`src/rtl/instruction_fetch_stage.sv`:
```
// Instruction fetch (IF) pipeline stage.
// Holds the program counter, addresses a zero-latency instruction memory and
// captures the returned word into the IF/ID pipeline register. Branches
// redirect the PC and flush IF/ID with a NOP bubble. Hazard freezes hold the
// whole stage. A saturating counter tracks accepted fetches for bring-up.
module instruction_fetch_stage #(
  parameter int                  INST_LEN = 32,
  parameter int                  MEM_SIZE = 1024,
  parameter logic [INST_LEN-1:0] RESET_PC = '0,
  parameter logic [INST_LEN-1:0] NOP      = 'hE000_0000,
  parameter int                  CNT_W    = 16
) (
  input  logic                clk,
  input  logic                rst_n,
  input  logic                freeze,
  input  logic                branch_taken,
  input  logic [INST_LEN-1:0] branch_addr,
  output logic [INST_LEN-1:0] imem_address,
  input  logic [INST_LEN-1:0] imem_data,
  output logic [INST_LEN-1:0] pc_out,
  output logic [INST_LEN-1:0] instruction_out,
  output logic                valid_out,
  output logic [CNT_W-1:0]    fetch_count
);

  // MEM_SIZE is a power of two, so masking with MEM_SIZE-1 wraps addresses
  // inside the memory. Clearing the low two bits as well word-aligns targets.
  localparam logic [INST_LEN-1:0] ADDR_MASK   = INST_LEN'(MEM_SIZE - 1);
  localparam logic [INST_LEN-1:0] TARGET_MASK = ADDR_MASK & ~INST_LEN'(3);

  logic [INST_LEN-1:0] pc;
  logic [INST_LEN-1:0] pc_plus4;
  logic [INST_LEN-1:0] branch_target;
  logic                count_full;

  assign pc_plus4      = (pc + INST_LEN'(4)) & ADDR_MASK;
  assign branch_target = branch_addr & TARGET_MASK;
  assign count_full    = &fetch_count;

  // The memory is combinational, so the PC register drives it directly.
  assign imem_address = pc;

  // PC register: a branch beats a freeze; otherwise advance sequentially.
  always_ff @(posedge clk or negedge rst_n) begin
    if (!rst_n) begin
      pc <= RESET_PC;
    end else if (branch_taken) begin
      pc <= branch_target;
    end else if (!freeze) begin
      pc <= pc_plus4;
    end
  end

  // IF/ID register: a branch flushes to a bubble, a freeze holds, otherwise
  // the word addressed this cycle is captured together with its PC+4.
  always_ff @(posedge clk or negedge rst_n) begin
    if (!rst_n) begin
      instruction_out <= NOP;
      pc_out          <= '0;
      valid_out       <= 1'b0;
    end else if (branch_taken) begin
      instruction_out <= NOP;
      pc_out          <= '0;
      valid_out       <= 1'b0;
    end else if (!freeze) begin
      instruction_out <= imem_data;
      pc_out          <= pc_plus4;
      valid_out       <= 1'b1;
    end
  end

  // Fetch counter: counts only real captures into IF/ID and sticks at all-ones.
  always_ff @(posedge clk or negedge rst_n) begin
    if (!rst_n) begin
      fetch_count <= '0;
    end else if (!branch_taken && !freeze && !count_full) begin
      fetch_count <= fetch_count + CNT_W'(1);
    end
  end

endmodule

```
`config.mk`:
```
export PLATFORM = sky130hd
export DESIGN_NAME = instruction_fetch_stage
export DESIGN_NICKNAME = d
export VERILOG_FILES = /design/src/rtl/instruction_fetch_stage.sv
export SDC_FILE = /design/constraint.sdc
export NUM_CORES = 1
export LEC_CHECK = 0
export ABC_AREA = 1
export CELL_PAD_IN_SITES_DETAIL_PLACEMENT = 0
export CELL_PAD_IN_SITES_GLOBAL_PLACEMENT = 1
export CORE_AREA = 10 10 120 122
export DETAILED_ROUTE_END_ITERATION = 10
export DIE_AREA = 0 0 130 132
export PLACE_DENSITY_LB_ADDON = 0.1
export SETUP_SLACK_MARGIN = 0.2
export SLEW_MARGIN = 5
export SYNTH_ARGS = -nofsm -noshare
export SYNTH_HDL_FRONTEND = slang
export SYNTH_SLANG_ARGS = --single-unit
```
`constraint.sdc`:
```
create_clock -name clk -period 1.7 [get_ports clk]
set_input_delay 0.51 -clock clk [delete_from_list [all_inputs] [get_ports clk]]
set_output_delay 0.51 -clock clk [all_outputs]
set_load 0.01 [all_outputs]
```
==> results.sh <==
export IMPL_grt_pass1_vias=2895
export IMPL_crit_chain="clkdlybuf4s15_1"
export IMPL_cp_num_buf_inv=1
export IMPL_fin_ws_ps=229
export IMPL_yosysTopAreaCellShare_pct=47.9
export IMPL_cts_hold_buf=0
export IMPL_max_freq_ghz=0.680
export IMPL_grt_setup_unrepaired="yes"
export IMPL_synth_cell_type_count=26
export IMPL_initial_utilization_pct=27.6
export IMPL_slowest_stage="dfrtp_1"
export IMPL_synth_flop_cell="dfrtp_1"
export IMPL_syn_area_sq_mm=0.00329
export IMPL_drc=0
export IMPL_worst_hold_slack_ps=198
export IMPL_gp_congestion=0.747
export IMPL_top_layer="met4"
export IMPL_insertion_delay_ps=330
export IMPL_viasPerCell=4.24
export IMPL_slowest_delay_ps=380
export IMPL_crit_path_end_kind="output pin"
export IMPL_finalCriticalPeriod_ps=1470
export IMPL_syn2layout_area_growth_pct=51.6
export IMPL_dpl_cell_area_sq_mm=0.00452
export IMPL_cts_root_buf="clkbuf_16"
export IMPL_critPathLaunchType="flip-flop"
export IMPL_drt_total_wl_um=10100
export IMPL_wl_per_cell_um=15.3
export IMPL_drv_slew=0
export IMPL_synth_async_reset_ratio_pct=100
export IMPL_finalSetupViolations=0
export IMPL_crit_type="flip-flop to output pin"
export IMPL_maxCapViolations=0
export IMPL_dp_slack_ps=-221
export IMPL_cp_data_arrival_time_ps=960
export IMPL_top_level_ports=181
export IMPL_numClockSinks=66
export IMPL_fin_skew_ps=8.51
export IMPL_yosys_cell_count_top_type="nand2_1"
export IMPL_detail_route_iter0_violations=140
export IMPL_finalInstanceArea_sq_mm=0.00499
export IMPL_synth_area_top_cells="dfrtp_1 (48%), nand2_1 (11%), buf_4 (11%), a22o_1 (7.7%), nand3_1 (2.6%)"
export IMPL_crit_path_max_fanout=2
export IMPL_layout_nets=576
export IMPL_peakVddDrop_v=0.000583
export IMPL_p_leak_nw=2.44
export IMPL_clk_pin_slew_ps=60
export IMPL_hold_viol_final=0
export IMPL_fp_dieH_um=132
export IMPL_core_sq_mm=0.0119
export IMPL_synthesis_yosys_warnings=0
export IMPL_htreeDepth=3
export IMPL_cp_data_required_time_ps=1190
export IMPL_synth_yosys_seq_area_share_pct=50.3
export IMPL_synthCells=355
export IMPL_synth_area_per_cell_sq_um=9.27
export IMPL_fin_crit_sh_pct=86.5
export IMPL_track_usage_pct=11.6
export IMPL_die_w_um=130
export IMPL_cts_tree="done"
export IMPL_cts_buffer_depth=2
export IMPL_grt_overflow=0
export IMPL_first_pass_iters=4
export IMPL_synth_seq_cells=66
export IMPL_drive_gt1_share_pct=25.6
export IMPL_yosys_top_cells_count="nand2_1 (96), dfrtp_1 (63), buf_4 (47)"
export IMPL_antenna_cells=0
export IMPL_status="completed"
export IMPL_hold_path_class="input port to asynchronous set/reset pin"
export IMPL_synth_edff_count=0
export IMPL_antenna_left=0
export IMPL_numCtsBuffers=9
export IMPL_dr_wl_met3_um=751
export IMPL_yosysTopAreaCell="dfrtp_1"
export IMPL_grt_pass1_wl_um=15700
export IMPL_m1WireLength_um=4320
export IMPL_grt_max_degree=67
export IMPL_io_buffers=110
export IMPL_antenna_found_initial=0
export IMPL_place_hpwl_um=7260
export IMPL_die_area_sq_mm=0.0172
export IMPL_vias=2790
export IMPL_crit_family="flip-flops"
export IMPL_met2_length_um=4920
export IMPL_powerDensity_mw_per_mm2=1020
export IMPL_rows=40
==> state kept, by name, indices dropped and copies added, names as in the netlist <==
signal,count
fetch_count,16
valid_out,1
instruction_out,32
imem_address,8
pc_out,9
==> area by class of cell <==
type	count	area, sq um
fill	1223	6920
tap	147	184
inverter	21	81.3
clock buffer	9	225
multi-input combinational	255	1350
timing repair buffer	153	1340
clock inverter	7	141
sequential	66	1660
==> cell families (layout without fill, tap and decap cells) <==
| group | after synthesis | in the layout | synth area share (%) |
|---|---|---|---|
| other | 1 | 46 | 0.114 |
| AND/OR/NAND/NOR | 151 | 151 | 19.6 |
| adder cells (fa/ha/maj) | 2 | 2 | 0.760 |
| flip-flops | 66 | 66 | 50.3 |
| XOR/XNOR | 10 | 10 | 2.66 |
| buffers and inverters | 79 | 190 | 15.2 |
| AO/OA/AOI/OAI | 46 | 46 | 11.3 |
==> timing repair <==
action                                  CTS  global route
endpoints found under the setup margin  115            50
pin swaps                                 2             3
setup buffers                            22             3
resized for setup                       173            41
==> through the flow <==
step	util [%]	instances	total power [W]	setup TNS, ps
global route	41.9	658	0.00536	0
global placement	38.0	617	0.00278	-9020
finish	41.9	658	0.00509	0
floorplan	-	400	0.00231	0
detailed placement	38.0	617	0.00279	-10070
CTS	42.5	655	0.00516	0
==> worst paths after layout <==
kind                                                start                          end  slack [ps]  cells after the start
min reg2reg                         pc_out[8]$_DFFE_PN0P_        pc_out[8]$_DFFE_PN0P_         480                      2
min in group clk                    pc_out[8]$_DFFE_PN0P_        pc_out[8]$_DFFE_PN0P_         480                      2
max reg2reg                    fetch_count[0]$_DFFE_PN0P_  fetch_count[10]$_DFFE_PN0P_         310                      9
min                                                 rst_n   fetch_count[0]$_DFFE_PN0P_         200                      2
max                        instruction_out[8]$_DFFE_PN0P_           instruction_out[8]         230                      1
max in group asynchronous                           rst_n   fetch_count[8]$_DFFE_PN0P_        1170                      2
==> where the power goes <==
part           switching, W  total (W)  leakage, nW  internal [W]
clock network      0.000724    0.00230        0.176       0.00158
registers          0.000105    0.00182        0.853       0.00171
logic              0.000489   0.000970         1.41      0.000481
==> placed cells by master (no fill, tap or decap), types with 5 or more instances in the layout <==
cell	n
a22o_1	29
buf_12	6
buf_2	12
buf_4	35
buf_6	5
clkbuf_16	9
clkbuf_2	23
clkdlybuf4s15_1	26
clkdlybuf4s50_1	40
conb_1	46
dfrtp_1	56
dfrtp_2	7
inv_1	19
nand2_1	96
nand3_1	17
nand4_1	6
nor2_1	16
nor2_2	6
nor2_4	5
o21ai_0	9
xnor2_1	7
==> per-layer routing <==
| layer | vias up | track usage (%) |
|---|---|---|
| met5 | - | 0 |
| met4 | 0 | 4.31 |
| met3 | 7 | 3.42 |
| met2 | 86 | 19.6 |
| met1 | 1320 | 13.5 |
| li1 | 1377 | - |
Power figures use the tool's default switching activity.
